$ cat src/rtl/mem_access_if.sv
// mem_access_if: single-outstanding req/ack data bus between the memory-access
// stage and the data memory / bus slave.
//   dbus_req    request, held high from issue until ack (or abort)
//   dbus_we     1 = write
//   dbus_addr   word-aligned address (bits [1:0] always 0)
//   dbus_sel    byte-lane enables, little-endian (bit n = bits [8n+7:8n])
//   dbus_wdata  lane-replicated store data
//   dbus_ack    one-cycle completion strobe from the slave
//   dbus_rdata  read data, valid with dbus_ack
// Modports: master (pipeline side), slave (memory side).
interface mem_access_if #(
  parameter int ADDR_W = 32
);
  logic              dbus_req;
  logic              dbus_we;
  logic [ADDR_W-1:0] dbus_addr;
  logic [3:0]        dbus_sel;
  logic [31:0]       dbus_wdata;
  logic              dbus_ack;
  logic [31:0]       dbus_rdata;

  modport master (
    output dbus_req, dbus_we, dbus_addr, dbus_sel, dbus_wdata,
    input  dbus_ack, dbus_rdata
  );

  modport slave (
    input  dbus_req, dbus_we, dbus_addr, dbus_sel, dbus_wdata,
    output dbus_ack, dbus_rdata
  );
endinterface

$ cat src/rtl/mem_access.sv
// mem_access: memory-access pipeline stage between ex_mem and mem_wb.
// ALU results and HI/LO writes pass straight through; loads and stores run on
// a single-outstanding req/ack bus while the earlier stages are stalled.
// Performs byte/halfword lane selection, load extension and alignment checks.
//
// Ports:
//   clk, rst          clock (rising edge), asynchronous active-low reset
//   ex_*              instruction fields from ex_mem
//   wdata/waddr/wr_en register write to mem_wb
//   mem_hi/mem_lo/mem_hilo_en  HI/LO write to mem_wb
//   dbus              data bus (mem_access_if.master)
//   stall_req         freeze ex_mem and earlier stages
//   misalign          alignment exception flag (combinational)
//   bus_err           bus timeout abort flag (one DONE cycle)
//
// Optional feature: define MEM_TIMEOUT_EN to abort a bus access that has not
// been acknowledged after TIMEOUT_CYCLES BUSY cycles.
module mem_access #(
  parameter int ADDR_W         = 32,
  parameter int TIMEOUT_CYCLES = 255
) (
  input  logic              clk,
  input  logic              rst,
  input  logic [31:0]       ex_wdata,
  input  logic [4:0]        ex_waddr,
  input  logic              ex_wr_en,
  input  logic [31:0]       ex_hi,
  input  logic [31:0]       ex_lo,
  input  logic              ex_hilo_en,
  input  logic [3:0]        ex_mem_op,
  input  logic [ADDR_W-1:0] ex_mem_addr,
  input  logic [31:0]       ex_mem_sdata,
  output logic [31:0]       wdata,
  output logic [4:0]        waddr,
  output logic              wr_en,
  output logic [31:0]       mem_hi,
  output logic [31:0]       mem_lo,
  output logic              mem_hilo_en,
  mem_access_if.master      dbus,
  output logic              stall_req,
  output logic              misalign,
  output logic              bus_err
);

  localparam logic [3:0] OP_NONE = 4'd0;
  localparam logic [3:0] OP_LB   = 4'd1;
  localparam logic [3:0] OP_LBU  = 4'd2;
  localparam logic [3:0] OP_LH   = 4'd3;
  localparam logic [3:0] OP_LHU  = 4'd4;
  localparam logic [3:0] OP_LW   = 4'd5;
  localparam logic [3:0] OP_SB   = 4'd6;
  localparam logic [3:0] OP_SH   = 4'd7;
  localparam logic [3:0] OP_SW   = 4'd8;

  typedef enum logic [1:0] {S_IDLE, S_BUSY, S_DONE} state_t;

  if (TIMEOUT_CYCLES < 1) begin : g_bad_cfg
    $error("mem_access: TIMEOUT_CYCLES must be at least 1");
  end

  state_t      state;
  logic [31:0] rdata_p1;
  logic [3:0]  op_p1;
  logic [1:0]  lane_p1;
  logic        is_load, is_store, is_byte, is_half, is_word;
  logic        misal_c, issue;
  logic [3:0]  sel_c;
  logic [31:0] swdata_c;

  // Lane pick and extension of the captured read word for the load in DONE.
  function automatic logic [31:0] load_extend(input logic [3:0]  op,
                                              input logic [1:0]  lane,
                                              input logic [31:0] word);
    logic signed [7:0]  b;
    logic signed [15:0] h;
    b = word[8*lane +: 8];
    h = lane[1] ? word[31:16] : word[15:0];
    case (op)
      OP_LB:   load_extend = 32'(b);
      OP_LBU:  load_extend = {24'd0, b};
      OP_LH:   load_extend = 32'(h);
      OP_LHU:  load_extend = {16'd0, h};
      default: load_extend = word;
    endcase
  endfunction

  // Decode of the incoming instruction.
  always_comb begin
    is_byte  = (ex_mem_op == OP_LB) || (ex_mem_op == OP_LBU) || (ex_mem_op == OP_SB);
    is_half  = (ex_mem_op == OP_LH) || (ex_mem_op == OP_LHU) || (ex_mem_op == OP_SH);
    is_word  = (ex_mem_op == OP_LW) || (ex_mem_op == OP_SW);
    is_load  = (ex_mem_op >= OP_LB) && (ex_mem_op <= OP_LW);
    is_store = (ex_mem_op >= OP_SB) && (ex_mem_op <= OP_SW);
    misal_c  = (is_half && ex_mem_addr[0]) || (is_word && (ex_mem_addr[1:0] != 2'b00));
    issue    = (state == S_IDLE) && (is_load || is_store) && !misal_c;
    sel_c    = 4'b1111;
    swdata_c = ex_mem_sdata;
    if (is_byte) begin
      sel_c    = 4'b0001 << ex_mem_addr[1:0];
      swdata_c = {4{ex_mem_sdata[7:0]}};
    end else if (is_half) begin
      sel_c    = ex_mem_addr[1] ? 4'b1100 : 4'b0011;
      swdata_c = {2{ex_mem_sdata[15:0]}};
    end
  end

`ifdef MEM_TIMEOUT_EN
  localparam int CNT_W = $clog2(TIMEOUT_CYCLES + 1);
  logic [CNT_W-1:0] tmo_cnt;
  logic             err_p1;
  assign bus_err = err_p1;
`else
  assign bus_err = 1'b0;
`endif

  // p0 -> p1: bus control FSM; request and lanes are registered at issue.
  always_ff @(posedge clk or negedge rst) begin
    if (!rst) begin
      state         <= S_IDLE;
      dbus.dbus_req <= 1'b0;
      dbus.dbus_we  <= 1'b0;
      dbus.dbus_sel <= 4'b0000;
      rdata_p1      <= '0;
      op_p1         <= OP_NONE;
`ifdef MEM_TIMEOUT_EN
      tmo_cnt       <= '0;
      err_p1        <= 1'b0;
`endif
    end else begin
      case (state)
        S_IDLE: begin
          if (issue) begin
            dbus.dbus_req <= 1'b1;
            dbus.dbus_we  <= is_store;
            dbus.dbus_sel <= sel_c;
            op_p1         <= ex_mem_op;
            state         <= S_BUSY;
`ifdef MEM_TIMEOUT_EN
            tmo_cnt       <= '0;
`endif
          end
        end
        S_BUSY: begin
          // An ack in the same cycle as the timeout takes priority.
          if (dbus.dbus_ack) begin
            dbus.dbus_req <= 1'b0;
            rdata_p1      <= dbus.dbus_rdata;
            state         <= S_DONE;
          end
`ifdef MEM_TIMEOUT_EN
          else if (tmo_cnt == CNT_W'(TIMEOUT_CYCLES - 1)) begin
            dbus.dbus_req <= 1'b0;
            rdata_p1      <= '0;
            err_p1        <= 1'b1;
            state         <= S_DONE;
          end else begin
            tmo_cnt <= tmo_cnt + 1'b1;
          end
`endif
        end
        S_DONE: begin
          state <= S_IDLE;
`ifdef MEM_TIMEOUT_EN
          err_p1 <= 1'b0;
`endif
        end
        default: state <= S_IDLE;
      endcase
    end
  end

  // p0 -> p1: address, store data and lane offset (data path, no reset).
  always_ff @(posedge clk) begin
    if (issue) begin
      dbus.dbus_addr  <= {ex_mem_addr[ADDR_W-1:2], 2'b00};
      dbus.dbus_wdata <= swdata_c;
      lane_p1         <= ex_mem_addr[1:0];
    end
  end

  // p1 output: pass-through, load result in DONE, all forced low in reset.
  always_comb begin
    wdata       = ex_wdata;
    waddr       = ex_waddr;
    wr_en       = ex_wr_en;
    mem_hi      = ex_hi;
    mem_lo      = ex_lo;
    mem_hilo_en = ex_hilo_en;
    misalign    = misal_c;
    stall_req   = issue || (state == S_BUSY);
    if (state == S_DONE) begin
      wdata = load_extend(op_p1, lane_p1, rdata_p1);
      if ((op_p1 >= OP_SB) || bus_err) wr_en = 1'b0;
    end
    if (misal_c) wr_en = 1'b0;
    if (!rst) begin
      wdata       = '0;
      waddr       = '0;
      wr_en       = 1'b0;
      mem_hi      = '0;
      mem_lo      = '0;
      mem_hilo_en = 1'b0;
      misalign    = 1'b0;
      stall_req   = 1'b0;
    end
  end

endmodule
$ cat src/flat_wrapper.sv
// flat-port wrapper written by rule: the top's interface ports become plain ports
module mem_access_flat 
#(
  parameter int ADDR_W         = 32,
  parameter int TIMEOUT_CYCLES = 255
)
  (clk, rst, ex_wdata, ex_waddr, ex_wr_en, ex_hi, ex_lo, ex_hilo_en, ex_mem_op, ex_mem_addr, ex_mem_sdata, wdata, waddr, wr_en, mem_hi, mem_lo, mem_hilo_en, stall_req, misalign, bus_err, dbus_dbus_req, dbus_dbus_we, dbus_dbus_addr, dbus_dbus_sel, dbus_dbus_wdata, dbus_dbus_ack, dbus_dbus_rdata);
  mem_access_if #(.ADDR_W(ADDR_W)) dbus_i ();
  input  logic clk;
  input  logic rst;
  input  logic [31:0] ex_wdata;
  input  logic [4:0] ex_waddr;
  input  logic ex_wr_en;
  input  logic [31:0] ex_hi;
  input  logic [31:0] ex_lo;
  input  logic ex_hilo_en;
  input  logic [3:0] ex_mem_op;
  input  logic [ADDR_W-1:0] ex_mem_addr;
  input  logic [31:0] ex_mem_sdata;
  output logic [31:0] wdata;
  output logic [4:0] waddr;
  output logic wr_en;
  output logic [31:0] mem_hi;
  output logic [31:0] mem_lo;
  output logic mem_hilo_en;
  output logic stall_req;
  output logic misalign;
  output logic bus_err;
  output wire logic [$bits(dbus_i.dbus_req)-1:0] dbus_dbus_req;
  output wire logic [$bits(dbus_i.dbus_we)-1:0] dbus_dbus_we;
  output wire logic [$bits(dbus_i.dbus_addr)-1:0] dbus_dbus_addr;
  output wire logic [$bits(dbus_i.dbus_sel)-1:0] dbus_dbus_sel;
  output wire logic [$bits(dbus_i.dbus_wdata)-1:0] dbus_dbus_wdata;
  input wire logic [$bits(dbus_i.dbus_ack)-1:0] dbus_dbus_ack;
  input wire logic [$bits(dbus_i.dbus_rdata)-1:0] dbus_dbus_rdata;
  assign dbus_dbus_req = dbus_i.dbus_req;
  assign dbus_dbus_we = dbus_i.dbus_we;
  assign dbus_dbus_addr = dbus_i.dbus_addr;
  assign dbus_dbus_sel = dbus_i.dbus_sel;
  assign dbus_dbus_wdata = dbus_i.dbus_wdata;
  assign dbus_i.dbus_ack = dbus_dbus_ack;
  assign dbus_i.dbus_rdata = dbus_dbus_rdata;
  mem_access #(.ADDR_W(ADDR_W), .TIMEOUT_CYCLES(TIMEOUT_CYCLES)) u_core (.clk(clk), .rst(rst), .ex_wdata(ex_wdata), .ex_waddr(ex_waddr), .ex_wr_en(ex_wr_en), .ex_hi(ex_hi), .ex_lo(ex_lo), .ex_hilo_en(ex_hilo_en), .ex_mem_op(ex_mem_op), .ex_mem_addr(ex_mem_addr), .ex_mem_sdata(ex_mem_sdata), .wdata(wdata), .waddr(waddr), .wr_en(wr_en), .mem_hi(mem_hi), .mem_lo(mem_lo), .mem_hilo_en(mem_hilo_en), .dbus(dbus_i), .stall_req(stall_req), .misalign(misalign), .bus_err(bus_err));
endmodule
$ cat config.mk
export PLATFORM = sky130hd
export DESIGN_NAME = mem_access_flat
export DESIGN_NICKNAME = d
export VERILOG_FILES = /design/src/rtl/mem_access_if.sv /design/src/rtl/mem_access.sv /design/src/flat_wrapper.sv
export SDC_FILE = /design/constraint.sdc
export NUM_CORES = 1
export LEC_CHECK = 0
export CORE_ASPECT_RATIO = 1.1
export CORE_MARGIN = 2
export CORE_UTILIZATION = 23
export DETAILED_ROUTE_END_ITERATION = 8
export GPL_TIMING_DRIVEN = 0
export PLACE_DENSITY_LB_ADDON = 0.15
export SKIP_LAST_GASP = 1
export SLEW_MARGIN = 20
export SYNTH_ARGS = -nofsm -noshare
export SYNTH_HDL_FRONTEND = slang
export SYNTH_SLANG_ARGS = --single-unit
$ cat constraint.sdc
create_clock -name clk -period 2.8 [get_ports clk]
set_clock_uncertainty 0.1 [all_clocks]
set_input_delay 0.56 -clock clk [delete_from_list [all_inputs] [get_ports clk]]
set_output_delay 0.56 -clock clk [all_outputs]
set_load 0.1 [all_outputs]
# ---- Word-level counts from Yosys, hierarchy flattened
# Index checks and enable logic that the tools add are counted.
dict set report totals {
  regBits 108
  inputBits 206
  output_inout_bits 176
  elab_cells 79
}
dict set report classes {
  order_cmp 5
  eq_ne 16
  shifts 2
  n_mux 25
  n_reduce_logical 22
}
# operator count
set op_table {}
lappend op_table {{$mux W32} 6}
lappend op_table {{$pmux W32 S4} 1}
lappend op_table {{$shiftx A32 B6 Y8} 1}
lappend op_table {{$eq A4 B3 Y1 const B} 5}
lappend op_table {{$eq A4 B2 Y1 const B} 4}
lappend op_table {{$mux W16} 1}
lappend op_table {{$mux W4} 3}
lappend op_table {{$mux W1} 9}
lappend op_table {{$eq A4 B1 Y1 const B} 2}
lappend op_table {{$ge A4 B3 Y1 const B} 2}
lappend op_table {{$logic_or A1 B1 Y1} 8}
lappend op_table {{$logic_and A1 B1 Y1} 6}
lappend op_table {{$reduce_and A2 Y1} 3}
lappend op_table {{$mux W5} 1}
lappend op_table {{$eq A4 B4 Y1 const B} 1}
lappend op_table {{$ge A4 B1 Y1 const B} 1}
lappend op_table {{$le A4 B3 Y1 const B} 1}
lappend op_table {{$le A4 B4 Y1 const B} 1}
lappend op_table {{$mux W2} 2}
lappend op_table {{$pmux W2 S2} 1}
lappend op_table {{$reduce_bool A2 Y1} 2}
lappend op_table {{$shl A1 B2 Y4 const A} 1}
lappend op_table {{$reduce_and A3 Y1} 1}
lappend op_table {{$eq A2 B1 Y1 const B} 1}
lappend op_table {{other kinds (6)} 6}

# ---- Longest topological paths before layout
# Gate-level depths: netlist of run 1.
dict set report logic_depth {
  depth_word 9
  depth_mapped 7
  depth_no_buf 4
}

# ---- Least setup slack after synthesis of run 1
# Ideal clock, no wire load.
dict set report synth_path {
  path_kind {input -> output}
  from {input port ex_mem_op[0]}
  to {output port stall_req}
  arrival_ps 3707
  slack_ps -1567
  cell_stages 6
  path_buffers 2
  cell_sequence {buf_2 > and4b_1 > a311oi_2 > nand3_2 > buf_6 > a21boi_0}
}
dict set report synth_via {
  elab_chain_len 9
  word_cells_on_any_way 23
  cone_classes {order compare: 4; eq/ne: 5; mux: 1; reduce/logical: 13}
}
# item line_no
set synth_rtl {}
lappend synth_rtl {{start, declared} flat_wrapper.sv:17} ;# input logic [3:0] ex_mem_op;
lappend synth_rtl {{branches (longest 6 deep; another with $ge A4 B1 Y1)} --}
lappend synth_rtl {{$logic_and A1 B1 Y1 (*)} mem_access.sv:95} ;# issue = (state == S_IDLE) && (is_load || is_store) && !misal_c;
lappend synth_rtl {{$logic_or A1 B1 Y1 (*)} mem_access.sv:190} ;# stall_req = issue || (state == S_BUSY);
lappend synth_rtl {{$mux W1 (*)} mem_access.sv:196} ;# if (!rst) begin
lappend synth_rtl {{end, declared} flat_wrapper.sv:26} ;# output logic stall_req;
# Every way passes the cells marked *.

# ---- Worst setup path after layout of run 1
dict set report layout_path {
  from {register u_core.op_p1[1]}
  to {output port wdata[2]}
}
dict set report layout_via {
  elab_chain_len 4
  word_cells_on_any_way 7
  cone_classes {eq/ne: 4; mux: 3}
}
# item line_no
set layout_rtl {}
lappend layout_rtl {{start, declared} mem_access.sv:63} ;# logic [3:0] op_p1;
lappend layout_rtl {{start signal, assigned} mem_access.sv:136} ;# op_p1 <= ex_mem_op;
lappend layout_rtl {{$eq A4 B3 Y1, or another cell as far along} mem_access.sv:78} ;# case (op)
lappend layout_rtl {{$pmux W32 S4 (*)} mem_access.sv:78}
lappend layout_rtl {{$mux W32 (*)} mem_access.sv:191} ;# if (state == S_DONE) begin
lappend layout_rtl {{$mux W32 (*)} mem_access.sv:196}
lappend layout_rtl {{end, declared} flat_wrapper.sv:20} ;# output logic [31:0] wdata;
# Every way passes the cells marked *; elsewhere a longest branch is shown, timed or not.

==> metrics.txt, run 1 <==
Cell variety after synth 61; WHS 0.0426 ns; CTS tree built; area of the core 25200 um2; Layout area overhead 89.4%; outcome finished, violations left; Critical Path Fanout Max 7; RSZ-0062 raised after global routing true; Final setup viols 32; largest family of logic cells by synthesized area simple AND/OR/NAND/NOR gates; synth top area cells edfxtp_1 33%, dfrtp_1 19%, nand2_1 8.1%, and2_1 7.7%, mux2i_1 4.1%; WL/cell 19.0 um; post-DP HPWL ~19000 um; IO buf count 377; first-pass GRT wire length between 30000 and 40000 um; Initial DRC Count 279; fill count 2433; Final Slew Violations 0; vias in the first global route slightly below 6000; IO Pins approximately 380; DRT Pass-1 Iters 5; f_max ~330 MHz; worst reg-to-reg path cell count 7; multiplexer share of the synthesized area 8.10%; post-route ant nets 0; Rel. slew slack 30.9%; routability congestion estimate 0.876; EDFF count, synth 64; cell area power density 868 nW/um2; Hold WC Path Type in -> async; Inserted Clock Buffers 9; synth cell count leaders 127 x nand2_1, 72 x and2_1, 64 x edfxtp_1, 44 x dfrtp_1, 44 x o21ai_0; WP data arrival 2.34 ns; Worst-path clk slew roughly 0.080 ns; final WL roughly 25000 um; Max clock buf depth 2; chip height 172 um; final net count ~1200; synthesized instance count 580; most frequent cell after synthesis nand2_1; Yosys top cell area share 32.7%; r2r endpoint u_core.dbus.dbus_wdata[26]; clk sink count 108; asr flop ratio synth 40.7%; Congestion Overflow GR 0; GRT Overall Usage 17.7%; fin crit share 107%; endpoints failing hold 0; antenna cells 0; synthesized flop and latch total 108; worst slew pin tran 1.03 ns; total negative slack -5.30 ns; Setup crit start kind flop; share of layout cells above drive strength 1 26.1%; Top FF cell, synth edfxtp_1; simple-gate share of the synthesized area between 20 and 25%; syn avg cell area between 10 and 15 um2; Root Buffer clkbuf_16; post-synthesis sequential area ratio 51.4%; Cell Area, Synth 5890 um2; H-tree lvl count 3; # rows 61; worst vdd rail ir drop 0.459 mV; Leak 0.00465 uW; Synth Area in Compound Gates 13.9%; worst-skew pair later-pin latency around 0.36 ns; worst r2r src u_core.state[0]; XOR/XNOR Fraction of Synth Area 0.298%; largest net degree at the start of global routing 45; WS Path Type reg -> out; failing checks setup timing; Vias/cell approximately 4.5; Yosys warning count 0; Die W 157 um; initial antenna violation count 0; Die Footprint approximately 27000 um2; Post-Synth Adder-Cell Area 0%; Starting Density 23.4%; CP endpoint kind primary output; max cap viols 0; DRC Markers 0; via count approximately 6000; Final WS setup -0.198 ns; Tmin final 3.00 ns; top cell type by total area after synthesis edfxtp_1; Req. time, crit path 2.14 ns; worst reg-to-reg setup slack 0.46 ns
==> repair_timing <==
item | 4_1_cts | 5_1_grt
setup buffers | 13 | 6
endpoints found under the setup margin | 136 | 65
hold buffers | 1 | 0
cloned | 2 | 1
gates resized for setup | 719 | 28
hold endpoints to repair | 44 | 0
pin swaps | 25 | 19
==> power by group <==
part / switching (uW) / internal [uW] / leakage (uW)
clock network: 662 / 629 / 0.000141
logic: 3890 / 1960 / 0.00338
registers: 366 / 2170 / 0.00113
total: 4920 / 4760 / 0.00465
==> critical path, stage by stage, from the launching register on <==
cell and delay [ns]:
dfrtp_1 0.41, or3b_4 0.45, o22ai_4 0.33, nand3_4 0.22, o311a_4 0.39, buf_12 0.17
==> cell usage in the layout, fill, tap and decap left out, types with 3 or more instances in the layout <==
cell type and count:
a2bb2oi_1 5, buf_12 32, buf_2 67, buf_6 8, clkdlybuf4s18_2 7, clkdlybuf4s15_2 4
o21ai_4 15, clkdlybuf4s50_1 266, o311a_4 7, edfxtp_1 64, nand2_1 126, a21oi_1 3
o21ai_1 3, clkbuf_16 10, o21ai_2 9, a32o_1 4, a32o_2 4, nand2b_1 5
mux2_4 13, inv_1 15, buf_4 23, nor2_1 21, a211oi_1 4, and2_1 70
dfrtp_1 44, conb_1 3, a21boi_0 7, clkbuf_4 3, nor2_2 5, o21ai_0 24
clkbuf_2 3, clkbuf_1 13, o22ai_1 3, mux2i_1 24, a2bb2oi_2 3, nand3b_1 4
buf_8 7
==> worst max-delay path by stage <==
| stage | from | to | depth (start not counted) |
|---|---|---|---|
| after global routing | u_core.op_p1[1] | wdata[12] | 6 |
| after CTS | u_core.lane_p1[1] | wdata[31] | 7 |
| final | u_core.op_p1[1] | wdata[2] | 5 |
| after detailed placement | rst | wdata[16] | 8 |
| after global placement | rst | wdata[23] | 8 |
| after floorplan | u_core.op_p1[1] | wdata[16] | 5 |
==> through the flow <==
stage | setup WS, ns | cell area (um2) | utilization (%) | std cells | power, uW
2_1_floorplan | -0.495 | 6060 | - | 582 | 6150
3_3_place_gp | -3.40 | 10200 | 40.6 | 1274 | 7590
3_5_place_dp | -1.72 | 10300 | 40.7 | 1276 | 7620
4_1_cts | -0.211 | 11000 | 43.7 | 1306 | 9500
5_1_grt | -0.277 | 11100 | 44.3 | 1312 | 10100
6_report | -0.198 | 11100 | 44.3 | 1312 | 9680
==> registers in the layout, summed over array words and instances, names as in the netlist, 2 cells and up <==
signal	count
u_core.lane_p1	2
u_core.op_p1	4
u_core.state	2
u_core.dbus.dbus_sel	4
u_core.rdata_p1	32
u_core.dbus.dbus_wdata	32
u_core.dbus.dbus_addr	30
==> per-layer routing <==
layer | wire [um] | vias up | part of all wire [%] | track usage [%]
li1 | - | 2849 | - | -
met1 | 10900 | 2776 | 44 | 24.0
met2 | 12100 | 215 | 48 | 28.8
met3 | 1740 | 16 | 7.0 | 4.51
met4 | 218 | 0 | 0.88 | 3.11
met5 | 0 | - | 0 | 0
==> area by class of cell <==
type,instances,area [um2],share of cell area [%]
Timing Repair Buffer,402,4070,36.5
Multi-Input combinational cell,417,3060,27.4
Sequential cell,108,3020,27.1
Tap cell,315,394,3.53
Buffer,38,251,2.26
Clock buffer,9,225,2.02
Clock inverter,7,67.6,0.606
Inverter,16,63.8,0.572
==> cell families (layout without fill, tap and decap cells) <==
| family | after synthesis | in the layout |
|---|---|---|
| AND/OR/NAND/NOR | 257 | 257 |
| other | 1 | 3 |
| flip-flops | 108 | 108 |
| AO/OA/AOI/OAI | 115 | 115 |
| XOR/XNOR | 2 | 2 |
| multiplexers | 40 | 40 |
| buffers and inverters | 57 | 472 |
No activity file was read; power rests on OpenSTA's default activity.
==> inputs of run 2 (changes only) <==
--- a/config.mk
+++ b/config.mk
@@ -11,6 +11,7 @@
 export DETAILED_ROUTE_END_ITERATION = 8
 export GPL_TIMING_DRIVEN = 0
 export PLACE_DENSITY_LB_ADDON = 0.15
+export RECOVER_POWER = 25
 export SKIP_LAST_GASP = 1
 export SLEW_MARGIN = 20
 export SYNTH_ARGS = -nofsm -noshare
==> run 2 against run 1 <==
The run still ends with setup timing left. Non-clock buffer count is the same. Routed wire length is the same. Register-to-register slack lost 0.05 ns. Count of clock-buffer cells in the layout is the same. Maximum frequency shrank 0.25%. Critical path depth is the same. Die area is the same. Global-route usage is the same. Core utilization shrank 0.26 points. First-iteration DRC count grew 15%. Sequential power is essentially flat. Flip-flop and latch count is the same. Critical path type unchanged.
==> metrics.txt, run 2 (synthesized netlist as in run 1, its figures left out) <==
commonest non-fill, non-tap cell in the layout clkdlybuf4s50_1; Worst-path clk slew 0.08 ns; Inserted Clock Buffers 9; RSZ-0062 raised after global routing true; Rel. slew slack 18.3%; post-route ant nets 0; clk sink count 108; placed insts 1276; CP cell instances or3b_4 -> o22ai_4 -> nand3_4 -> o311a_4 -> buf_12; via count about 6000; Final WS setup -0.205 ns; share of layout cells above drive strength 1 25.5%; Hold WC Path Type reg -> reg; failing checks setup timing; WP data arrival 2.35 ns; largest net degree at the start of global routing 45; Final Slew Violations 0; Root Buffer clkbuf_16; Critical Path Fanout Max 7; Final setup viols 33; WHS 0.391 ns; Regs by FF count u_core.dbus.dbus_wdata: 32 flops, u_core.rdata_p1: 32 flops, u_core.dbus.dbus_addr: 30 flops; Setup crit start kind flop; cell family with most CP delay compound AO/OA/AOI/OAI gates; antenna cells 0; Crit. path cell count 5; Post-Layout Cell Count roughly 1300; Die W 157 um; outcome finished, violations left; HP Start u_core.rdata_p1[1]; IO Pins approximately 380; post-DP HPWL 19200 um; initial antenna violation count 0; Max clock buf depth 2; Congestion Overflow GR 0; crit-path max cell delay 0.45 ns; Req. time, crit path approximately 2.1 ns; IO buf count 377; worst-skew pair later-pin latency 0.36 ns; WS Path Type reg -> out; Tmin final 3.01 ns; total negative slack -5.46 ns; worst reg-to-reg setup slack around 0.4 ns; fin area around 11000 um2; max cap viols 0; r2r endpoint u_core.dbus.dbus_wdata[8]; WL/cell 19.0 um; final WL 24900 um; f_max approximately 330 MHz; commonest non-fill, non-tap cells in the layout 228 x clkdlybuf4s50_1, 126 x nand2_1, 70 x and2_1, 66 x buf_2, 64 x edfxtp_1; Critical-path top delay cell or3b_4; H-tree lvl count 3; worst reg-to-reg path cell count 7; Vias/cell 4.45; GRT Overall Usage 17.7%; Starting Density 23.4%; Initial DRC Count 322; Layout area overhead 88.3%; DRT Pass-1 Iters 6; worst r2r src u_core.state[0]; fin crit share 107%; routability congestion estimate approximately 0.88; cell area power density 872 nW/um2; worst vdd rail ir drop approximately 0.46 mV; CP Launch Point u_core.op_p1[1]; area of the core 25200 um2; final net count approximately 1200; CTS tree built; DRC Markers 0; Die Footprint 26900 um2; # rows 61; DP Area 10300 um2; endpoints failing hold 0; Leak 0.00462 uW; chip height 172 um; WP buf/inv 1; vias in the first global route ~6000; CP endpoint kind primary output; Place WS -1.72 ns; Worst Setup EP wdata[2]; worst slew pin tran 1.23 ns; first-pass GRT wire length 35800 um
[run 2: cell count changes in the layout (fill, tap and decap cells not counted)]
cell	previous run	this run
clkbuf_1	13	18
dlygate4sd3_1	0	38
nand3_2	1	0
buf_2	67	66
and4b_2	1	0
buf_16	2	1
and4b_1	0	1
buf_12	32	31
clkdlybuf4s50_1	266	228
nand3_1	0	1
buf_6	8	7
clkbuf_2	3	4
dlymetal6s2s_1	1	0
buf_4	23	22
[run 2: where the power goes]
part / total, uW / internal, uW / switching [uW]
logic: 5830 / 1940 / 3890
registers: 2540 / 2170 / 367
clock network: 1290 / 629 / 664
[run 2: worst min-delay path by stage]
stage,to,cells past startpoint
floorplan,u_core.dbus.dbus_req,0
global placement,u_core.rdata_p1[0],2
detailed placement,u_core.rdata_p1[1],2
CTS,u_core.rdata_p1[17],2
global route,u_core.op_p1[2],2
finish,u_core.rdata_p1[1],2
[run 2: final cells by class]
cell class              instances  area (um2)
flip-flops and latches        108        3020
plain buffers                  38         244
fillers                      2442       14100
multi-input cells             417        3050
clock buffers                   9         225
repair buffers                402        4010
inverters                      16        63.8
clock inverters                 7        67.6
well taps                     315         394
[run 2: routing by layer]
layer	track usage (%)	routed length (um)	vias to the layer above
li1	-	-	2843
met1	24.0	11000	2776
met2	28.8	12100	205
met3	4.51	1610	17
met4	3.11	234	0
met5	0	0	-
[run 2: metrics by stage]
| step | power, uW | util [%] |
|---|---|---|
| floorplan | 6150 | - |
| global placement | 7590 | 40.6 |
| detailed placement | 7620 | 40.7 |
| CTS | 9500 | 43.7 |
| global route | 10100 | 44.0 |
| finish | 9660 | 44.0 |
[run 2: worst register-to-register path, delay by kind of cell, from the launching register on]
| kind | cells | cell delay, ns |
|---|---|---|
| simple gates | 3 | 0.76 |
| buf+inv | 4 | 0.78 |
| flops | 1 | 0.44 |
[run 2: timing repair]
item / in CTS / in global routing
setup endpoints to repair: 136 / 65
gates cloned: 2 / 1
hold buffers: 1 / 0
hold endpoints to repair: 44 / 0
pin swaps: 25 / 19
setup buffers: 13 / 6
gates resized for setup: 719 / 28
==> inputs of run 3 (changes only) <==
--- a/config.mk
+++ b/config.mk
@@ -13,7 +13,6 @@
 export PLACE_DENSITY_LB_ADDON = 0.15
 export RECOVER_POWER = 25
 export SKIP_LAST_GASP = 1
-export SLEW_MARGIN = 20
 export SYNTH_ARGS = -nofsm -noshare
 export SYNTH_HDL_FRONTEND = slang
 export SYNTH_SLANG_ARGS = --single-unit
==> run 3 against run 2 <==
The flow still finishes with violations (setup timing). Cell area up 1.1%. Routed wire length up 0.65%. Count of clock-buffer cells in the layout unchanged. Largest cell class unchanged. Highest routed layer unchanged.
==> metrics.txt, run 3 (synthesized netlist as in run 1, its figures left out) <==
Worst Hold Depth 2; IO Pins between 300 and 400; CP endpoint kind primary output; Root Buffer clkbuf_16; WS Path Type reg -> out; Power, Total just under 10000 uW; IO buf count about 380; worst vdd rail ir drop between 0.3 and 0.4 mV; cell area power density roughly 860 nW/um2; Die Footprint approximately 27000 um2; Final setup viols 33; H-tree lvl count 3; placed insts 1276; Final Slew Violations 0; largest net degree at the start of global routing 32; Regs by FF count u_core.dbus.dbus_wdata: 32 flops, u_core.rdata_p1: 32 flops, u_core.dbus.dbus_addr: 30 flops; f_max 332 MHz; CTS tree built; max cap viols 0; first-pass GRT wire length 36100 um; worst slew pin tran approximately 1.0 ns; Rel. slew slack 30.7%; WL/cell between 15 and 20 um; fin crit share 108%; Final WS setup -0.214 ns; Leak 0.00468 uW; area of the core 25200 um2; register area 3020 um2; Post-Layout Cell Count 1326; final WL between 20000 and 30000 um; final cell utilization of the core 44.5%; endpoints failing hold 0; failing checks setup timing; post-route ant nets 0; Critical Path Fanout Max 5; commonest non-fill, non-tap cells in the layout 228 x clkdlybuf4s50_1, 126 x nand2_1, 74 x buf_4, 70 x and2_1, 64 x edfxtp_1; GRT Overall Usage 17.8%; Inserted Clock Buffers 9; Tmin final 3.01 ns; Congestion Overflow GR 0; Max clock buf depth 2; Setup crit start kind flop; Req. time, crit path 2.14 ns; commonest non-fill, non-tap cell in the layout clkdlybuf4s50_1; Layout area overhead 90.5%; vias in the first global route 5843; RSZ-0062 raised after global routing true; Vias/cell 4.38; worst-skew pair later-pin latency 0.36 ns; worst reg-to-reg path cell count 7; fill count 2443; outcome finished, violations left; Multi-input gate area 3030 um2; clk sink count 108; DRT Pass-1 Iters 4; via count around 5800; Hold WC Path Type reg -> reg; DRC Markers 0; initial antenna violation count 2; post-DP HPWL 19200 um; routability congestion estimate about 0.9; final net count 1211; share of layout cells above drive strength 1 about a quarter; Initial DRC Count ~260; chip height 172 um; Worst-path clk slew around 0.080 ns; # rows 61; Starting Density 23.4%; Die W 157 um; WP data arrival 2.35 ns
==> run 3: cell count changes in the layout (fill, tap and decap cells not counted), moves of 6 or more <==
| cell | delta |
|---|---|
| buf_2 | -37 |
| buf_4 | +52 |
| clkdlybuf4s18_2 | -7 |
| dlygate4sd3_1 | +7 |
| nor2_1 | +6 |
==> run 3: cell type report <==
class,instances,area share [%]
Multi-Input combinational cell,417,27.0
Buffer,38,2.19
Tap cell,315,3.52
Inverter,16,0.569
Antenna cell,1,0.0223
Timing Repair inverter,1,0.0670
Sequential cell,108,27.0
Clock inverter,7,0.603
Timing Repair Buffer,414,37.0
Clock buffer,9,2.01
==> run 3: final timing paths <==
kind / start / end / slack (ns)
worst max register to register: u_core.state[0] / u_core.dbus.dbus_wdata[10] / 0.57
min in group asynchronous: rst / u_core.rdata_p1[22] / 0.79
worst min-delay path: u_core.rdata_p1[0] / u_core.rdata_p1[0] / 0.39
max in group asynchronous: rst / u_core.rdata_p1[7] / 0.97
worst max-delay path: u_core.lane_p1[1] / wdata[23] / -0.21
worst min register to register: u_core.rdata_p1[0] / u_core.rdata_p1[0] / 0.39
==> run 3: critical path, cell delays in order, from the launching register on <==
cell and delay (ns):
edfxtp_1 0.43, mux4_2 0.57, mux2_4 0.31, o21ai_4 0.14, buf_12 0.14, buf_12 0.13
o21ai_4 0.08, buf_12 0.17
==> run 3: metal layers <==
metal / vias up / GRT usage [%] / share of wire [%]
li1: 2879 / - / -
met1: 2739 / 24.2 / 44
met2: 184 / 29.3 / 50
met3: 9 / 4.89 / 6.4
met4: 0 / 2.19 / 0.40
met5: - / 0 / 0
==> run 3: repair_timing <==
| item | CTS | global route |
|---|---|---|
| hold buffers | 7 | 0 |
| setup buffers | 20 | 6 |
| gates cloned | 3 | 0 |
| endpoints found under the setup margin | 169 | 65 |
| pin swaps | 26 | 16 |
| hold endpoints to repair | 24 | 0 |
| resized for setup | 771 | 28 |
==> run 3: power breakdown <==
group	leakage, uW	internal, uW	switching (uW)
registers	0.00113	2180	352
clock network	0.000141	629	664
logic	0.00341	1930	3890
==> run 3: per-stage QoR <==
| step | cell area [um2] | setup TNS, ns | hold WS [ns] | setup WS (ns) |
|---|---|---|---|---|
| floorplan | 6060 | -16.97 | 0.164 | -0.495 |
| global placement | 10200 | -415.29 | 0.360 | -3.40 |
| detailed placement | 10300 | -211.48 | 0.366 | -1.94 |
| CTS | 11200 | -5.97 | 0.376 | -0.212 |
| global route | 11200 | -12.85 | 0.380 | -0.280 |
| finish | 11200 | -5.55 | 0.388 | -0.214 |
